==> src/rtl/nrf_pkg.sv <==
// Shared types and constants for the nRF24L01 SPI command controller.
// Holds FSM encodings, command opcodes and byte-lane helpers.
package nrf_pkg;

   typedef enum logic [2:0] {
      ST_IDLE,
      ST_CS_SETUP,
      ST_SEND,
      ST_WAIT_RX,
      ST_CS_HOLD,
      ST_DONE
   } state_e;

   localparam logic [7:0] R_REGISTER = 8'h00;
   localparam logic [7:0] W_REGISTER = 8'h20;
   localparam logic [7:0] NOP        = 8'hFF;

   localparam int MAX_DATA_BYTES = 5;

   function automatic logic [7:0] byte_sel(
      input logic [39:0] d,
      input logic [2:0]  i
   );
      logic [7:0] r;
      r = 8'h00;
      case (i)
         3'd0:    r = d[7:0];
         3'd1:    r = d[15:8];
         3'd2:    r = d[23:16];
         3'd3:    r = d[31:24];
         3'd4:    r = d[39:32];
         default: r = 8'h00;
      endcase
      return r;
   endfunction

   function automatic logic [39:0] byte_put(
      input logic [39:0] d,
      input logic [2:0]  i,
      input logic [7:0]  b
   );
      logic [39:0] r;
      r = d;
      case (i)
         3'd0:    r[7:0]   = b;
         3'd1:    r[15:8]  = b;
         3'd2:    r[23:16] = b;
         3'd3:    r[31:24] = b;
         3'd4:    r[39:32] = b;
         default: r = d;
      endcase
      return r;
   endfunction

endpackage

==> src/rtl/nrf_spi_cmd_ctrl.sv <==
// nRF24L01 command sequencer: frames opcode plus up to five data bytes
// under CSN and hands them byte-by-byte to an external SPI transceiver.
module nrf_spi_cmd_ctrl
   import nrf_pkg::*;
#(
   parameter int CS_SETUP_CYCLES = 2,
   parameter int CS_HOLD_CYCLES  = 2
) (
   input  logic        i_Clk,
   input  logic        i_Rst_L,
   input  logic        i_Cmd_Valid,
   input  logic [7:0]  i_Cmd_Opcode,
   input  logic [2:0]  i_Cmd_Len,
   input  logic [39:0] i_Wr_Data,
   output logic        o_Cmd_Ready,
   output logic        o_Done,
   output logic [7:0]  o_Status,
   output logic [39:0] o_Rd_Data,
   output logic [7:0]  o_TX_Byte,
   output logic        o_TX_DV,
   input  logic        i_TX_Ready,
   input  logic        i_RX_DV,
   input  logic [7:0]  i_RX_Byte,
   output logic        o_SPI_CS_n
);

   state_e      state_q, state_d;
   logic [2:0]  k_q, k_d;
   logic [2:0]  len_q, len_d;
   logic [7:0]  opcode_q, opcode_d;
   logic [39:0] wdata_q, wdata_d;
   logic [39:0] rdata_q, rdata_d;
   logic [7:0]  status_q, status_d;
   logic [7:0]  cnt_q, cnt_d;
   logic        cs_n_q, cs_n_d;
   logic        tx_dv;
   logic [7:0]  tx_byte;

   always_ff @(posedge i_Clk or negedge i_Rst_L) begin
      if (!i_Rst_L) begin
         state_q  <= ST_IDLE;
         k_q      <= '0;
         len_q    <= '0;
         opcode_q <= '0;
         wdata_q  <= '0;
         rdata_q  <= '0;
         status_q <= '0;
         cnt_q    <= '0;
         cs_n_q   <= 1'b1;
      end else begin
         state_q  <= state_d;
         k_q      <= k_d;
         len_q    <= len_d;
         opcode_q <= opcode_d;
         wdata_q  <= wdata_d;
         rdata_q  <= rdata_d;
         status_q <= status_d;
         cnt_q    <= cnt_d;
         cs_n_q   <= cs_n_d;
      end
   end

   always_comb begin
      state_d  = state_q;
      k_d      = k_q;
      len_d    = len_q;
      opcode_d = opcode_q;
      wdata_d  = wdata_q;
      rdata_d  = rdata_q;
      status_d = status_q;
      cnt_d    = cnt_q;
      cs_n_d   = cs_n_q;
      tx_dv    = 1'b0;
      tx_byte  = 8'h00;
      unique case (state_q)
         ST_IDLE: begin
            if (i_Cmd_Valid) begin
               opcode_d = i_Cmd_Opcode;
               len_d    = (i_Cmd_Len > 3'(MAX_DATA_BYTES)) ?
                          3'(MAX_DATA_BYTES) : i_Cmd_Len;
               wdata_d  = i_Wr_Data;
               rdata_d  = '0;
               k_d      = '0;
               cnt_d    = '0;
               cs_n_d   = 1'b0;
               state_d  = ST_CS_SETUP;
            end
         end
         ST_CS_SETUP: begin
            if (cnt_q == 8'(CS_SETUP_CYCLES - 1)) begin
               cnt_d   = '0;
               state_d = ST_SEND;
            end else begin
               cnt_d = cnt_q + 8'd1;
            end
         end
         ST_SEND: begin
            tx_byte = (k_q == 3'd0) ? opcode_q :
                      byte_sel(wdata_q, k_q - 3'd1);
            if (i_TX_Ready) begin
               tx_dv   = 1'b1;
               state_d = ST_WAIT_RX;
            end
         end
         ST_WAIT_RX: begin
            if (i_RX_DV) begin
               if (k_q == 3'd0) status_d = i_RX_Byte;
               else rdata_d = byte_put(rdata_q, k_q - 3'd1, i_RX_Byte);
               if (k_q == len_q) begin
                  state_d = ST_CS_HOLD;
               end else begin
                  k_d     = k_q + 3'd1;
                  state_d = ST_SEND;
               end
            end
         end
         ST_CS_HOLD: begin
            if (cnt_q == 8'(CS_HOLD_CYCLES - 1)) begin
               cnt_d   = '0;
               cs_n_d  = 1'b1;
               state_d = ST_DONE;
            end else begin
               cnt_d = cnt_q + 8'd1;
            end
         end
         ST_DONE: state_d = ST_IDLE;
         default: state_d = ST_IDLE;
      endcase
   end

   assign o_Cmd_Ready = (state_q == ST_IDLE);
   assign o_Done      = (state_q == ST_DONE);
   assign o_Status    = status_q;
   assign o_Rd_Data   = rdata_q;
   assign o_TX_Byte   = tx_byte;
   assign o_TX_DV     = tx_dv;
   assign o_SPI_CS_n  = cs_n_q;

endmodule

==> config.mk <==
export PLATFORM = sky130hd
export DESIGN_NAME = nrf_spi_cmd_ctrl
export DESIGN_NICKNAME = d
export VERILOG_FILES = /design/src/rtl/nrf_pkg.sv /design/src/rtl/nrf_spi_cmd_ctrl.sv
export SDC_FILE = /design/constraint.sdc
export NUM_CORES = 1
export LEC_CHECK = 0
export BUFFER_PORTS_ARGS = -buffer_cell sky130_fd_sc_hd__buf_2
export CAP_MARGIN = 10
export CORE_UTILIZATION = 54
export CTS_BUF_LIST = sky130_fd_sc_hd__clkbuf_16
export DETAILED_ROUTE_END_ITERATION = 8
export PLACE_DENSITY = 0.92
export SYNTH_ARGS = -nofsm -noshare
export SYNTH_HDL_FRONTEND = slang
export SYNTH_SLANG_ARGS = --single-unit
==> constraint.sdc <==
create_clock -name i_Clk -period 3.3 [get_ports i_Clk]
set_input_delay 0.66 -clock i_Clk [delete_from_list [all_inputs] [get_ports i_Clk]]
set_output_delay 0.66 -clock i_Clk [all_outputs]
set_load 0.02 [all_outputs]
==> results.sh <==
export IMPL_grt_max_degree=60
export IMPL_ys_seq_area_frac=0.5434
export IMPL_vdd_drop_max_uv=423.8
export IMPL_hold_slack_ps=296.4
export IMPL_grt_usage=0.2791
export IMPL_cp_data_required_time_ps=2640
export IMPL_startpoint_type="flip-flop"
export IMPL_num_antenna_cells=0
export IMPL_synthCells=526
export IMPL_coreArea_sq_um=9328
export IMPL_synth_top_area_share=0.5384
export IMPL_syn_num_nets=597
export IMPL_r2r_start="k_q[0]"
export IMPL_syn_cell_area_sq_um=5253
export IMPL_dpl_cell_area_sq_um=5954
export IMPL_cts_tree="done"
export IMPL_initial_core_util=0.5631
export IMPL_yosysUniqueCellTypes=47
export IMPL_fin_crit_sh=0.9681
export IMPL_worst_path_buf_inv=2
export IMPL_yosys_warnings=0
export IMPL_routed_wl_um=13170
export IMPL_end_kind="primary output"
export IMPL_reg2regPathDepth=6
export IMPL_drv_cap=0
export IMPL_dr_pass1_iters=5
export IMPL_h_tree_depth=4
export IMPL_p_leak_nw=3.391
export IMPL_clock_latency_ps=420
export IMPL_io_buffers=123
export IMPL_layout_common_cells="167 x nand2_1, 122 x buf_2, 113 x dfrtp_1"
export IMPL_crit_cells=7
export IMPL_cp_slowest_cell="dfrtp_1"
export IMPL_vias=4491
export IMPL_ys_flop_type="dfrtp_1"
export IMPL_synth_top_cells_by_area="dfrtp_1 54%, nand2_1 12%, mux2_2 5.1%, o2bb2ai_1 4.0%, mux2_1 1.7%"
export IMPL_setup_violations=0
export IMPL_syn_to_final_growth_pct=24.80
export IMPL_std_cell_rows=35
export IMPL_fin_ws_ps=105.4
export IMPL_cp_slowest_stage_delay_ps=440
export IMPL_grt_pass1_wl_um=21500
export IMPL_ys_ff_latch=114
export IMPL_final_setup_skew_ps=8.343
export IMPL_yosysTopAreaCell="dfrtp_1"
export IMPL_layout_commonest_cell="nand2_1"
export IMPL_cpLargestDelayFamily="flip-flops"
export IMPL_report_final_slew_viol_count=0
export IMPL_wl_per_cell_um=16.75
export IMPL_die_area_sq_um=10130
export IMPL_first_iter_violations=320
export IMPL_numCtsBuffers=17
export IMPL_drcViolationCount=0
export IMPL_fmax_mhz=313.0
export IMPL_critPathLaunch="k_q[0]"
export IMPL_arrival_ps=2530
export IMPL_grt_overflow_total=0
export IMPL_finalHoldViolCount=0
export IMPL_antenna_found_initial=0
export IMPL_r2r_slack_ps=590
export IMPL_power_density_nw_per_um2=878.2
export IMPL_hpwl_um=9020
export IMPL_relSlewSlack=0.4751
export IMPL_power_mw=5.756
export IMPL_fin_area_sq_um=6555
export IMPL_layout_drive_gt1_share=0.3014
export IMPL_worstPathMaxFanout=13
export IMPL_cts_buffer_depth=2
export IMPL_fin_setup_tns_ps=0
export IMPL_place_congestion=0.8988
export IMPL_chipWidth_um=100.6
export IMPL_avgSynthCellArea_sq_um=9.986
export IMPL_routed_via_density=5.714
export IMPL_grt_pass1_vias=4568
export IMPL_fp_dieH_um=100.6
export IMPL_async_flop_share=1.000
export IMPL_cp_cell_sequence="inv_1 -> ha_1 -> xor2_4 -> mux2_2 -> a21oi_1 -> nor3_1 -> buf_2"
export IMPL_ant_nets=0
export IMPL_status="finished, final reports clean"
export IMPL_cts_clk_slew_worst_paths_ps=60
export IMPL_cts_hold_buf=0
export IMPL_endpoint="o_TX_Byte[3]"
export IMPL_place_worst_setup_slack_ps=446.9
export IMPL_r2r_end="o_Rd_Data[36]"
export IMPL_root_buffer="clkbuf_16"
export IMPL_ioPinCount=124
export IMPL_critical_path_class="flip-flop to primary output"
export IMPL_cts_num_sinks=114
export IMPL_fin_crit_ps=3195
export IMPL_tightest_slew_ps=785.7
export IMPL_min_path_type="input pin to asynchronous set/reset pin"
export IMPL_nets=715
export IMPL_synth_edff_count=0
[worst reg2reg max path: stages, from the launching register on]
cell     delay [ps]
dfrtp_1         440
inv_1           140
ha_1            330
xor2_4          410
a41oi_1         220
nor2b_1         660
mux2_1          400
[power breakdown]
| group | internal (mW) | switching (mW) | leakage (nW) |
|---|---|---|---|
| Clock | 1.07 | 0.745 | 0.281 |
| Combinational | 0.694 | 1.14 | 1.62 |
| Sequential | 1.81 | 0.289 | 1.49 |
| Total | 3.58 | 2.18 | 3.39 |
[worst min path at each step]
stage	from	to	slack, ps	cells past startpoint
floorplan	i_Rst_L	cnt_q[0]	360	0
global placement	wdata_q[34]	wdata_q[34]	450	2
detailed placement	opcode_q[7]	opcode_q[7]	460	2
CTS	i_Rst_L	o_Rd_Data[0]	320	1
global route	i_Rst_L	o_Rd_Data[26]	360	1
finish	i_Rst_L	cnt_q[0]	300	1
[Yosys cell counts (all sizes together), types with 2 or more instances]
master,instances
nand2,167
dfrtp,113
mux2,32
o2bb2ai,24
o21ai,19
nor2,18
clkbuf,16
a21oi,15
buf,15
nor3,15
and2,12
nand3,10
a222oi,8
inv,8
ha,7
xor2,6
xnor2,4
nor3b,3
nor4b,3
a211o,2
a21o,2
a22o,2
a41oi,2
and3,2
and3b,2
nand2b,2
nand4,2
nor2b,2
nor4,2
or3,2
[sequential cells by signal, summed over array words and instances, names as in the netlist]
name / cells
o_SPI_CS_n: 1
opcode_q: 8
o_Status: 8
len_q: 3
o_Rd_Data: 40
k_q: 3
cnt_q: 8
wdata_q: 40
state_q: 3
[through the flow]
stage,util,cells
finish,0.7028,786
global route,0.7028,786
CTS,0.7013,786
detailed placement,0.6384,754
global placement,0.6384,754
floorplan,-,526
[layout make-up]
type,instances,area (sq um)
Fill cell,665,2773
Multi-Input combinational cell,373,2240
Clock buffer,17,425.4
Tap cell,129,161.4
Timing Repair Buffer,130,683.2
Sequential cell,114,2854
Inverter,8,30.03
Clock inverter,15,161.4
[layer usage]
metal / track usage / share of wire / vias to the layer above
met5: 0 / 0 / -
met3: 0.06241 / 0.070 / 33
met2: 0.4700 / 0.50 / 230
met4: 0.1282 / 0.025 / 0
li1: - / - / 2038
met1: 0.3440 / 0.41 / 2190
[timing repair]
action                                  4_1_cts  5_1_grt
endpoints found under the setup margin        0        8
gates resized for setup                       0        2
buffers inserted                              0        0
[logic make-up (layout without fill, tap and decap cells)]
family / after synthesis / in the layout / share of synthesized area
simple gates: 244 / 244 / 0.2075
compound gates: 80 / 80 / 0.1129
flops: 114 / 114 / 0.5434
fa+ha+maj: 7 / 7 / 0.01667
xor+xnor: 10 / 10 / 0.01810
buf+inv: 39 / 170 / 0.03287
mux: 32 / 32 / 0.06860
(Power assumes the default switching activity.)
